$ cat config.mk
export PLATFORM = sky130hd
export DESIGN_NAME = cordic_iter_seq
export DESIGN_NICKNAME = d
export VERILOG_FILES = /design/src/rtl/cordic_iter_seq.sv
export SDC_FILE = /design/constraint.sdc
export NUM_CORES = 1
export LEC_CHECK = 0
export BUFFER_PORTS_ARGS = -buffer_cell sky130_fd_sc_hd__buf_2
export CAP_MARGIN = 10
export CORE_MARGIN = 3
export CORE_UTILIZATION = 38
export DETAILED_ROUTE_END_ITERATION = 10
export PLACE_DENSITY = 0.71
export SLEW_MARGIN = 25
export SYNTH_ARGS = -nofsm -noshare
export SYNTH_HDL_FRONTEND = slang
export SYNTH_SLANG_ARGS = --single-unit
$ cat constraint.sdc
create_clock -name clock -period 3.7 [get_ports clock]
set_input_delay 0 -clock clock [delete_from_list [all_inputs] [get_ports clock]]
set_output_delay 0 -clock clock [all_outputs]
set_load 0.02 [all_outputs]
$ cat src/rtl/cordic_iter_seq.sv
// Sequencer for the CORDIC rotator: runs NITER micro-rotations per operand and cross-checks the external iteration counter.
// Optional back-to-back DONE->LOAD hand-over is enabled by defining CORDIC_SEQ_B2B_EN.
module cordic_iter_seq #(
   parameter int CNT_W = 6,
   parameter int NITER = 16
) (
   input  logic             clock,
   input  logic             reset,
   input  logic             in_valid,
   output logic             in_ready,
   output logic             out_valid,
   input  logic             out_ready,
   output logic             ld_operand,
   output logic             iter_en,
   output logic             cnt_start,
   output logic             cnt_enable,
   input  logic [CNT_W-1:0] cnt_count,
   output logic             busy,
   output logic             err
);

   typedef enum logic [1:0] {
      IDLE = 2'd0,
      LOAD = 2'd1,
      ITER = 2'd2,
      DONE = 2'd3
   } state_t;

   localparam logic [CNT_W-1:0] LAST_CNT = CNT_W'(NITER - 1);

   state_t           state_q, state_d;
   logic [CNT_W-1:0] shadow_q, shadow_d;
   logic             err_q, err_d;

   always_ff @(posedge clock) begin
      if (reset) begin
         state_q  <= IDLE;
         shadow_q <= '0;
         err_q    <= 1'b0;
      end else begin
         state_q  <= state_d;
         shadow_q <= shadow_d;
         err_q    <= err_d;
      end
   end

   always_comb begin
      state_d    = state_q;
      shadow_d   = shadow_q;
      err_d      = err_q;
      in_ready   = 1'b0;
      out_valid  = 1'b0;
      ld_operand = 1'b0;
      iter_en    = 1'b0;
      cnt_start  = 1'b0;
      cnt_enable = 1'b0;
      busy       = 1'b0;

      unique case (state_q)
         IDLE: begin
            in_ready = 1'b1;
            if (in_valid) begin
               state_d = LOAD;
            end
         end
         LOAD: begin
            ld_operand = 1'b1;
            cnt_start  = 1'b1;
            cnt_enable = 1'b1;
            busy       = 1'b1;
            shadow_d   = '0;
            state_d    = ITER;
         end
         ITER: begin
            iter_en    = 1'b1;
            cnt_enable = 1'b1;
            busy       = 1'b1;
            shadow_d   = shadow_q + 1'b1;
            // The shadow only flags disagreement; termination trusts the real counter.
            if (cnt_count != shadow_q) begin
               err_d = 1'b1;
            end
            if (cnt_count == LAST_CNT) begin
               state_d = DONE;
            end
         end
         DONE: begin
            out_valid = 1'b1;
            busy      = 1'b1;
`ifdef CORDIC_SEQ_B2B_EN
            in_ready = out_ready;
            if (out_ready) begin
               state_d = in_valid ? LOAD : IDLE;
            end
`else
            if (out_ready) begin
               state_d = IDLE;
            end
`endif
         end
         default: begin
            state_d = IDLE;
         end
      endcase
   end

   assign err = err_q;

endmodule
Yosys cells after proc, flatten, opt, wreduce, memory -nomap -nowiden. Index checks and enable logic that the tools add are counted.

Bits in registers: 9. Input bits: 10. Output and inout port bits: 8. Word-level logic and storage cells: 29.

$add $sub $neg: 1. Eq/ne operators: 8. Multiplexer cells: 11. Reductions and logical operators: 6.

Operators by type and width (number): one-hot mux 6 bit (2 select lines) (1); one-hot mux 2 bit (4 select lines) (1); adder 6 x 1 -> 6 bit (second input constant) (1); equality test 6 x 4 -> 1 bit (second input constant) (1); two-way mux 1 bit (6); two-way mux 2 bit (3); inequality test 2 bit (second input constant) (3); inequality test 6 bit (1); equality test 2 bit (second input constant) (2); AND reduction 3 bit (1); OR reduction 3 bit (1); equality test 2 x 1 -> 1 bit (second input constant) (1); logical NOT 2 bit (1); AND reduction 2 bit (1); nonzero test 2 bit (1); OR reduction 2 bit (1).

Depth between registers and ports, before layout. Gate-level depths: netlist of the first run.

Depth after elaboration: 3. Gate-level depth with buffers: 6. Mapped depth without buffers: 5.

Least setup slack after synthesis of the first run. OpenSTA, ideal clock, no wires.

Path kind: reg2reg. From: register state_q[1]. To: register shadow_q[5]. Library setup time: 70 ps. Arrival: 1565 ps. Required time: 3630 ps. Setup slack: 2066 ps. Stages on the path, launching flop included: 7. Path buffers: 1. Clock period less this slack: 1634 ps. Cell sequence: dfxtp_1 -> inv_1 -> ha_1 -> buf_2 -> nand3_1 -> or3_1 -> a21oi_1.

Cells in the longest elaborated chain, start to end: 2. Elaborated cells between the ends (all ways): 4. Classes of those cells: eq/ne: 2; mux: 1; reduce/logical: 1.

Ends and longest elaborated chain: start: declaration (line 31) `state_t state_q, state_d;`; start signal: assignment (line 41) `state_q <= state_d;`; equality test 2 bit / equality test 2 x 1 -> 1 bit (equally long branches) (line 59) `unique case (state_q)`; one-hot mux 6 bit (2 select lines) / nonzero test 2 bit (equally long branches); end signal: assignment (line 42) `shadow_q <= shadow_d;`; end: declaration (line 32) `logic [CNT_W-1:0] shadow_q, shadow_d;`.

Parallel ways exist; a longest one is shown, timed or not. A chain may end at the register's enable or synchronous reset.

Final worst setup path of the first run. Ends and elaborated chain as after synthesis.

==> results of run 1 <==
kinds of logic after synthesis:
group	after synthesis	synth area share, %
multiplexers	2	3.670
adder cells (fa/ha/maj)	6	13.76
flip-flops	9	33.03
AO/OA/AOI/OAI	7	9.402
buffers and inverters	6	5.045
AND/OR/NAND/NOR	20	19.03
XOR/XNOR	10	16.06
through the flow:
step / power [mW] / utilization (%) / std cells
2_1_floorplan: 0.3561 / - / 60
6_report: 0.4907 / 51.09 / 95
5_1_grt: 0.5346 / 51.09 / 95
3_5_place_dp: 0.4136 / 48.34 / 90
3_3_place_gp: 0.4109 / 48.34 / 90
4_1_cts: 0.4949 / 51.09 / 95
layout make-up:
cell class / count / area [µm²]
Fill cell: 140 / 644.4
Multi-Input combinational cell: 45 / 337.8
Sequential cell: 9 / 180.2
Timing Repair Buffer: 18 / 95.09
Clock buffer: 4 / 26.28
Tap cell: 15 / 18.77
Inverter: 4 / 15.01
where the power goes:
group | switching, mW | leakage (nW) | internal [mW]
sequential | 0.0185 | 0.0732 | 0.116
clock | 0.0362 | 0.0150 | 0.0417
combinational | 0.172 | 0.236 | 0.107
tightest hold or removal path, cell delays in order:
cell      delay [ns]
buf_2           0.10
xor2_1          0.06
nor3_1          0.14
a211oi_1        0.10
per-layer routing:
metal  GRT usage, %  up-vias
li1               -      242
met2          18.90       10
met5              0        -
met1          18.59      204
met4          9.036        0
met3          3.734        2
how the worst max path moves through the flow:
stage / start / endpoint / slack (ns) / cells past startpoint
final: state_q[1]$_SDFFE_PP0P_ / shadow_q[5]$_SDFFE_PP0P_ / 2.09 / 5
after global placement: state_q[1]$_SDFFE_PP0P_ / shadow_q[5]$_SDFFE_PP0P_ / 2.16 / 5
after detailed placement: state_q[1]$_SDFFE_PP0P_ / shadow_q[5]$_SDFFE_PP0P_ / 2.08 / 5
after global routing: state_q[1]$_SDFFE_PP0P_ / shadow_q[5]$_SDFFE_PP0P_ / 1.92 / 5
after floorplan: state_q[1]$_SDFFE_PP0P_ / shadow_q[5]$_SDFFE_PP0P_ / 2.07 / 6
after CTS: state_q[1]$_SDFFE_PP0P_ / shadow_q[5]$_SDFFE_PP0P_ / 2.07 / 5
registers in the layout, indices dropped and copies added, names as in the netlist:
name      count
state_q       2
err           1
shadow_q      6
synthesized netlist by cell type, drive strengths merged:
library cell / count
a211oi: 2
nor2: 6
nand3: 2
xor2: 9
nor4: 2
buf: 2
inv: 4
nand4: 3
o21a: 1
nand2: 1
a21oi: 1
nor2b: 2
dfxtp: 9
nand2b: 2
nor3: 1
xnor2: 1
a2111o: 1
mux2i: 2
or3: 1
o21ai: 1
a21o: 1
ha: 6
==> results.md, run 1 <==
- Setup clock skew after layout: roughly 0.0021 ns
- Average wire length per cell after detail routing: approximately 12 µm
- Synth warn: 0
- Max Buffers Root-to-Sink: 2
- Pin count of the biggest net entering global routing: 10
- DR pass1 iterations: 4
- Layout cell share with drive strength beyond 1: 25.00%
- Total of buffers placed on input and output ports: 17
- Total nets after synthesis: between 70 and 80
- Total wire length: ~1100 µm
- Count of final max-slew check failures: 0
- Post-cts sizing count: 0
- Placeable Area: about 0.0013 mm²
- Detailed placer's ending HPWL: 893.4 µm
- Finished Cell Area: 673.1 µm²
- Leakage power: ~0.32 nW
- Worst r2r src: state_q[1]$_SDFFE_PP0P_
- Required time at the worst-slack endpoint: between 3 and 4 ns
- Routability-driven placement congestion ratio: 0.7041
- IO Pins: 18
- Met2 routed WL: ~500 µm
- Instance area after placement: ~640 µm²
- Hold WS: between 0.15 and 0.2 ns
- Antenna viol nets, final: 0
- Per-cell via count in the routed design: approximately 4.8
- Commonest cells after routing, fill and taps aside: buf_2, xor2_1, dfxtp_1, nor2_1, ha_1
- Vias in the first global route: 454
- Cell Rows: 13
- CTS H-tree depth: 1
- DR top layer: met4
- Wire length of the first global-routing pass: just under 2000 µm
- Post-CTS Setup Bufs: 0
- Clock tree from TritonCTS: built
- Largest voltage drop on the vdd net: ~380 µV
- Initial Utilization: between 40% and 50%
- Transition time at the pin with the least slew margin: ~0.28 ns
- Nets@finish: 97
- Min-Delay Path Depth: 4
- Top area cells in the synthesized netlist: dfxtp_1, xor2_1, ha_1
- Sequential element share of the synthesized area: between 30% and 40%
- Result of the run: finished clean
- Final Worst Setup Slack: approximately 2.1 ns
- Inserted Clock Buffers: 3
- Worst slew margin: between 80% and 90%
- Number of design rule violations left after detail routing: 0
- Share of Yosys cell area claimed by the top area cell type: about a third
- Min-Delay Startpoint: cnt_count[2]
- Total clock sinks: 9
- Crit. End Element: flop
- Total vias in the final route: approximately 460
- First-iteration detailed-routing DRC count: 2
- Cells along the critical path: inv_1 > ha_1 > nand3_1 > or3_1 > a21oi_1
- GRT Overall Usage: ~14%
- Die Area: 0.001926 mm²
- Setup slack after placement: 2.084 ns
- Antenna violations before repair: 0
- Clock-pin slew of the registers on the worst-case setup and hold paths: 0.06 ns
- Count of maximum capacitance violations: 0
- Worst R2R Path Depth: 5
- Worst setup path class: reg -> reg
- Slowest stage cell on the critical path: ha_1
- Unrepaired setup endpoints after global routing: no
- Final critical delay including setup and external delays: roughly 1.6 ns
- Count of state elements after synthesis: 9
- WL met3: approximately 40 µm
- Largest delay share family, worst path: simple AND/OR/NAND/NOR gates
- CP startpoint kind: flop
- Clock latency on the worst-skew pair: 0.26 ns
- Clock root cell: clkbuf_4
- Number of distinct library cells after synthesis: 23
- Reg-to-reg setup timing slack: ~2.1 ns
- # hold bufs at CTS: 1
- Average instance area after synthesis: 9.092 µm²
- Total power density per cell area: around 730 mW/mm²
- N_diodes: 0
- Fmax: 0.6225 GHz
- Die extent in y: ~44 µm
- End point of the worst hold path: err$_SDFFE_PP0P_
- Wire length on met1: 551 µm
- Biggest area consumer among synthesized cells: dfxtp_1
- Worst min-delay path category: in -> reg
- Horizontal die dimension: around 44 µm
- Crit path max fanout: 9
- Number of hold violations in the final report: 0
- Grt total ovfl: 0
- Reg-to-reg critical path endpoint: shadow_q[5]$_SDFFE_PP0P_
- Signal arrival time at the worst endpoint: between 1.5 and 2 ns
- Cell area after technology mapping: around 550 µm²
- Most frequent standard cell in the layout excluding fill and tap cells: buf_2
- Post-route setup TNS: 0 ns
- Crit path buffers/inverters: 1
- Delay contributed by the slowest stage of the critical path: between 0.4 and 0.5 ns
- Gate count after technology mapping: 60
- Syn-to-layout area delta: 23.39%
- Number of setup violations in the final report: 0
- Final worst path period share: 43.42%
Note: power is estimated with default switching activity, not from simulation.
==> inputs of run 2 (changes only) <==
ABC_AREA = 1   (was default)
PLACE_DENSITY = 0.7   (was 0.71)
clock period = 1.55 ns   (was 3.7 ns; I/O delays follow)
==> results.md, run 2 <==
- Number of setup violations in the final report: 0 (unchanged)
- Clock tree from TritonCTS: built (unchanged)
- Number of design rule violations left after detail routing: 0 (unchanged)
- Final critical delay including setup and external delays: 1.454 ns (was 1.606 ns)
- Average wire length per cell after detail routing: 9.934 µm (was 11.75 µm)
- Worst slew margin: 79.61% (was 81.13%)
- Largest voltage drop on the vdd net: 739.2 µV (was 377.1 µV)
- Share of Yosys cell area claimed by the top area cell type: 29.63% (was 33.03%)
- Finished Cell Area: 787.0 µm² (was 673.1 µm²)
- Cell Rows: 13 (unchanged)
- Dominant synthesized flop cell: dfxtp_1 (unchanged)
- Per-cell via count in the routed design: 4.613 (was 4.821)
- Crit. End Element: flop (unchanged)
- Fmax: 0.6880 GHz (was 0.6225 GHz)
- Pin count of the biggest net entering global routing: 6 (was 10)
- CTS H-tree depth: 1 (unchanged)
- Most numerous cell types in the synthesized netlist: nand2_1, inv_1, nor2_1, dfxtp_1 (was dfxtp_1, xor2_1, ha_1, nor2_1, inv_1)
- Clock-pin slew of the registers on the worst-case setup and hold paths: 0.06 ns (about the same)
- Overall power of the completed layout: 1.379 mW (was 0.4907 mW)
- Worst min-delay path category: in -> reg (unchanged)
- Crit path max fanout: 4 (was 9)
- Worst setup path class: reg -> reg (unchanged)
- First-iteration detailed-routing DRC count: 10 (was 2)
- Count of maximum capacitance violations: 0 (unchanged)
- Required time at the worst-slack endpoint: 1.75 ns (was 3.90 ns)
- Gate count after technology mapping: 98 (was 60)
- Signal arrival time at the worst endpoint: 1.65 ns (was 1.81 ns)
- Antenna viol nets, final: 0 (unchanged)
- Most flops, register: shadow_q (unchanged)
- Instance area after placement: 719.4 µm² (was 636.9 µm²)
- Hold WS: 0.1561 ns (was 0.1785 ns)
- Largest register FFs: 6 (unchanged)
- Inserted Clock Buffers: 3 (unchanged)
- Syn-to-layout area delta: 29.42% (was 23.39%)
- GRT Overall Usage: 14.45% (was 13.77%)
- Transition time at the pin with the least slew margin: 0.3027 ns (was 0.2831 ns)
- IO Pins: 18 (unchanged)
- Vias in the first global route: 560 (was 454)
- Layout cell share with drive strength beyond 1: 24.59% (was 25.00%)
- Final worst path period share: 93.78% (was 43.42%)
- Total nets after synthesis: 114 (was 76)
- Clock root cell: clkbuf_4 (unchanged)
- Total power density per cell area: 1753 mW/mm² (was 728.9 mW/mm²)
- Clock latency on the worst-skew pair: 0.26 ns (about the same)
- Result of the run: finished clean (unchanged)
- Total of buffers placed on input and output ports: 17 (unchanged)
- Setup clock skew after layout: 0.008745 ns (was 0.002130 ns)
- Count of state elements after synthesis: 9 (unchanged)
- Total clock sinks: 9 (unchanged)
- Most frequent standard cell in the layout excluding fill and tap cells: nand2_1 (was buf_2)
- Detailed placer's ending HPWL: 1075 µm (was 893.4 µm)
- Synth warn: 0 (unchanged)
- Antenna violations before repair: 0 (unchanged)
- Sequential element share of the synthesized area: 29.63% (was 33.03%)
- Wire length of the first global-routing pass: 2173 µm (was 1925 µm)
- Initial Utilization: 43.47% (was 41.41%)
- Grt total ovfl: 0 (unchanged)
- Total wire length: 1361 µm (was 1116 µm)
- Routability-driven placement congestion ratio: 0.7697 (was 0.7041)
- Share of synthesized registers carrying an async set or reset: 0% (unchanged)
- Commonest cells after routing, fill and taps aside: nand2_1, inv_1, buf_2, nor2_1, dfxtp_1 (was buf_2, xor2_1, dfxtp_1, nor2_1, ha_1)
- Most common cell in the synthesized netlist: nand2_1
- Placeable Area: 0.001399 mm² (was 0.001318 mm²)
- Nets@finish: 139 (was 97)
- Max Buffers Root-to-Sink: 2 (unchanged)
- DR pass1 iterations: 4 (unchanged)
- EDFF count, synth: 0 (unchanged)
- Die extent in y: 46 µm (was 43.89 µm)
- Top area cells in the synthesized netlist: dfxtp_1, nand2_1, inv_1 (was dfxtp_1, xor2_1, ha_1)
- Leakage power: 0.4423 nW (was 0.3245 nW)
- Count of final max-slew check failures: 0 (unchanged)
- Horizontal die dimension: 46 µm (was 43.89 µm)
- Die Area: 0.002116 mm² (was 0.001926 mm²)
- Average instance area after synthesis: 6.205 µm² (was 9.092 µm²)
- Number of distinct library cells after synthesis: 17 (was 23)
- Biggest area consumer among synthesized cells: dfxtp_1 (unchanged)
- N_diodes: 0 (unchanged)
- Cell area after technology mapping: 608.1 µm² (was 545.5 µm²)
- Total vias in the final route: 632 (was 458)
- Number of hold violations in the final report: 0 (unchanged)
- CP startpoint kind: flop (unchanged)
[run 2: cell types whose count changed after synthesis, sizes merged, moves of 4 or more]
cell / change
nand2: +27
inv: +20
xor2: -9
a21oi: +5
nor2: +4
nor3: +4
[run 2: final timing paths]
path	endpoint	slack (ns)	depth (start not counted)	from
worst min-delay path	state_q[0]$_SDFFE_PP0P_	0.16	5	in_valid
worst min register to register	err$_SDFFE_PP0P_	0.45	2	err$_SDFFE_PP0P_
worst max-delay path	shadow_q[5]$_SDFFE_PP0P_	0.1	8	state_q[0]$_SDFFE_PP0P_
worst max register to register	shadow_q[5]$_SDFFE_PP0P_	0.1	8	state_q[0]$_SDFFE_PP0P_
[run 2: cell type report]
class / count / area (µm²)
clock buffers: 4 / 26.28
fillers: 152 / 611.8
inverters: 24 / 90.09
multi-input cells: 64 / 351.6
flip-flops and latches: 9 / 182.7
well taps: 15 / 18.77
repair buffers: 21 / 117.6
[run 2: cell families after synthesis]
| family | after synthesis | synth area share, % |
|---|---|---|
| AND/OR/NAND/NOR | 48 | 33.13 |
| buffers and inverters | 25 | 16.05 |
| AO/OA/AOI/OAI | 10 | 8.847 |
| flip-flops | 9 | 29.63 |
| adder cells (fa/ha/maj) | 6 | 12.35 |
[run 2: worst max-delay path: stages, from the launching register on]
cell,delay (ns)
dfxtp_2,0.35
inv_1,0.10
ha_4,0.30
nand2_2,0.07
nor3_4,0.21
nand2_2,0.09
o21ai_1,0.13
nand2_1,0.07
nor2_1,0.08
[run 2: report_power, final]
group,switching [mW],total [mW],internal [mW]
registers,0.0549,0.352,0.297
clock network,0.0894,0.189,0.0994
logic,0.515,0.839,0.323
total,0.660,1.38,0.720
[run 2: metrics by stage]
step | TNS (ns) | std cells | utilization, % | setup WS (ns)
5_1_grt | -0.004479 | 137 | 56.26 | -0.004479
4_1_cts | 0 | 136 | 54.03 | 0.07348
6_report | 0 | 137 | 56.26 | 0.09642
2_1_floorplan | 0 | 98 | - | 0.02455
3_3_place_gp | 0 | 131 | 51.43 | 0.1684
3_5_place_dp | 0 | 131 | 51.43 | 0.08171
[run 2: layer usage]
metal / share of wire [%] / global-route usage [%] / wire length (µm)
met5: 0 / 0 / 0
met4: 2.0 / 8.523 / 27
met3: 6.6 / 2.372 / 90
met2: 46 / 23.90 / 620
met1: 46 / 17.18 / 624
[run 2: what timing repair did]
item | 4_1_cts | 5_1_grt
resized for setup | 0 | 5
endpoints found under the setup margin | 0 | 1
hold buffers | 1 | 0
buffers inserted | 0 | 1
hold endpoints to repair | 1 | 0
==> inputs of run 3 (changes only) <==
ABC_CLOCK_PERIOD_IN_PS = 1550   (was default)
CELL_PAD_IN_SITES_DETAIL_PLACEMENT = 1   (was default)
CELL_PAD_IN_SITES_GLOBAL_PLACEMENT = 1   (was default)
CORE_UTILIZATION = 32   (was 38)
PLACE_DENSITY = 0.82   (was 0.7)
==> results.md, run 3 (synthesized netlist as in run 2, its figures left out) <==
- Filler cell count: 256 (was 152)
- Initial Utilization: 34.47% (was 43.47%)
- Die extent in y: 49.59 µm (was 46 µm)
- Inserted Clock Buffers: 3 (unchanged)
- Leakage power: 0.4324 nW (was 0.4423 nW)
- Antenna violations before repair: 0 (unchanged)
- Pin count of the biggest net entering global routing: 7 (was 6)
- Antenna viol nets, final: 0 (unchanged)
- Wire length of the first global-routing pass: 2739 µm (was 2173 µm)
- Number of setup violations in the final report: 0 (unchanged)
- CTS H-tree depth: 1 (unchanged)
- Largest register FFs: 6 (unchanged)
- Unrepaired setup endpoints after global routing: no
- Clock tree from TritonCTS: built (unchanged)
- Routability-driven placement congestion ratio: 0.7989 (was 0.7697)
- Detailed placer's ending HPWL: 1341 µm (was 1075 µm)
- Vias in the first global route: 668 (was 560)
- Syn-to-layout area delta: 31.69% (was 29.42%)
- Total of buffers placed on input and output ports: 17 (unchanged)
- Worst min-delay path category: in -> reg (unchanged)
- Footprint of the multi-input gates: 342.8 µm² (was 351.6 µm²)
- Clock root cell: clkbuf_4 (unchanged)
- Total vias in the final route: 673 (was 632)
- Total clock sinks: 9 (unchanged)
- Transition time at the pin with the least slew margin: 0.3517 ns (was 0.3027 ns)
- Number of hold violations in the final report: 0 (unchanged)
- Signal arrival time at the worst endpoint: 1.66 ns (was 1.65 ns)
- Nets@finish: 140 (was 139)
- DR pass1 iterations: 3 (was 4)
- Total wire length: 1684 µm (was 1361 µm)
- Worst slew margin: 76.31% (was 79.61%)
- N_diodes: 0 (unchanged)
- Crit path max fanout: 4 (unchanged)
- Finished Cell Area: 800.8 µm² (was 787.0 µm²)
- Fmax: 0.6855 GHz (was 0.6880 GHz)
- Clock-pin slew of the registers on the worst-case setup and hold paths: 0.06 ns (about the same)
- Final worst path period share: 94.11% (was 93.78%)
- Horizontal die dimension: 49.59 µm (was 46 µm)
- CP startpoint kind: flop (unchanged)
- GRT Overall Usage: 14.45% (about the same)
- Crit. End Element: flop (unchanged)
- Clock latency on the worst-skew pair: 0.27 ns (was 0.26 ns)
- Worst setup path class: reg -> reg (unchanged)
- Placeable Area: 0.001764 mm² (was 0.001399 mm²)
- Number of design rule violations left after detail routing: 0 (unchanged)
- Average wire length per cell after detail routing: 11.38 µm (was 9.934 µm)
- Cell Rows: 15 (was 13)
- Grt total ovfl: 0 (unchanged)
- Count of final max-slew check failures: 0 (unchanged)
- Sequential cell area: 185.2 µm² (was 182.7 µm²)
- Die Area: 0.002459 mm² (was 0.002116 mm²)
- Layout cell share with drive strength beyond 1: 26.02% (was 24.59%)
- First-iteration detailed-routing DRC count: 9 (was 10)
- Utilization after layout: 45.39% (was 56.26%)
- Instance area after placement: 732.0 µm² (was 719.4 µm²)
- Required time at the worst-slack endpoint: 1.75 ns (about the same)
- Most frequent standard cell in the layout excluding fill and tap cells: nand2_1 (unchanged)
- Result of the run: finished clean (unchanged)
- Count of maximum capacitance violations: 0 (unchanged)
- Largest voltage drop on the vdd net: 723.6 µV (was 739.2 µV)
- Total power density per cell area: 1765 mW/mm² (was 1753 mW/mm²)
- Max Buffers Root-to-Sink: 2 (unchanged)
- Per-cell via count in the routed design: 4.547 (was 4.613)
- Most flops, register: shadow_q (unchanged)
- Final critical delay including setup and external delays: 1.459 ns (was 1.454 ns)
- Post-route setup TNS: 0 ns (unchanged)
- Setup clock skew after layout: 0.002817 ns (was 0.008745 ns)
- IO Pins: 18 (unchanged)
- Commonest cells after routing, fill and taps aside: nand2_1, inv_1, buf_2, nor2_1, dfxtp_1 (unchanged)
run 3: cell count changes in the layout (fill, tap and decap cells not counted), sizes merged:
cell,previous run,this run
buf,20,21
run 3: what timing repair did:
action	CTS	global route
setup buffers	0	2
hold endpoints to repair	1	0
hold buffers	1	0
gates resized for setup	1	5
pin swaps	0	2
endpoints found under the setup margin	1	1
run 3: per-layer routing:
layer	share of wire (%)	vias to the layer above	track usage, %
met2	53	12	27.75
met4	0.77	0	2.765
met3	3.3	2	4.532
met5	0	-	0
met1	43	314	15.16
li1	-	345	-
run 3: path summary, 6_finish.rpt:
check | start | to | slack (ns) | depth (start not counted)
worst max-delay path | state_q[1]$_SDFFE_PP0P_ | shadow_q[5]$_SDFFE_PP0P_ | 0.09 | 8
worst min-delay path | in_valid | state_q[0]$_SDFFE_PP0P_ | 0.16 | 5
worst max register to register | state_q[1]$_SDFFE_PP0P_ | shadow_q[5]$_SDFFE_PP0P_ | 0.09 | 8
worst min register to register | err$_SDFFE_PP0P_ | err$_SDFFE_PP0P_ | 0.45 | 2
run 3: worst max-delay path: stages, from the launching register on:
cell,delay (ns)
dfxtp_4,0.36
inv_2,0.06
ha_4,0.27
nand2_1,0.07
nor3_2,0.24
nand2_2,0.10
o21ai_1,0.14
nand2_1,0.06
nor2_1,0.08
run 3: per-stage QoR:
stage               instances  worst slack [ns]  total power, mW  hold WS [ns]
floorplan                  98           0.02455           0.9104       0.06907
global placement          141            0.1075            1.112        0.2015
detailed placement        141          -0.05287            1.144        0.2085
CTS                       146           0.02003            1.386        0.1543
global route              148          0.005038            1.561        0.2101
finish                    148           0.09128            1.414        0.1627
run 3: layout make-up:
| type | count | area share [%] |
|---|---|---|
| Timing Repair Buffer | 22 | 15.63 |
| Clock buffer | 4 | 3.281 |
| Inverter | 24 | 11.25 |
| Multi-Input combinational cell | 64 | 42.81 |
| Sequential cell | 9 | 23.13 |
| Tap cell | 25 | 3.906 |
run 3: power breakdown:
group          switching (mW)  internal [mW]
registers              0.0487          0.302
logic                   0.541          0.337
clock network          0.0859         0.0995
total                   0.675          0.739
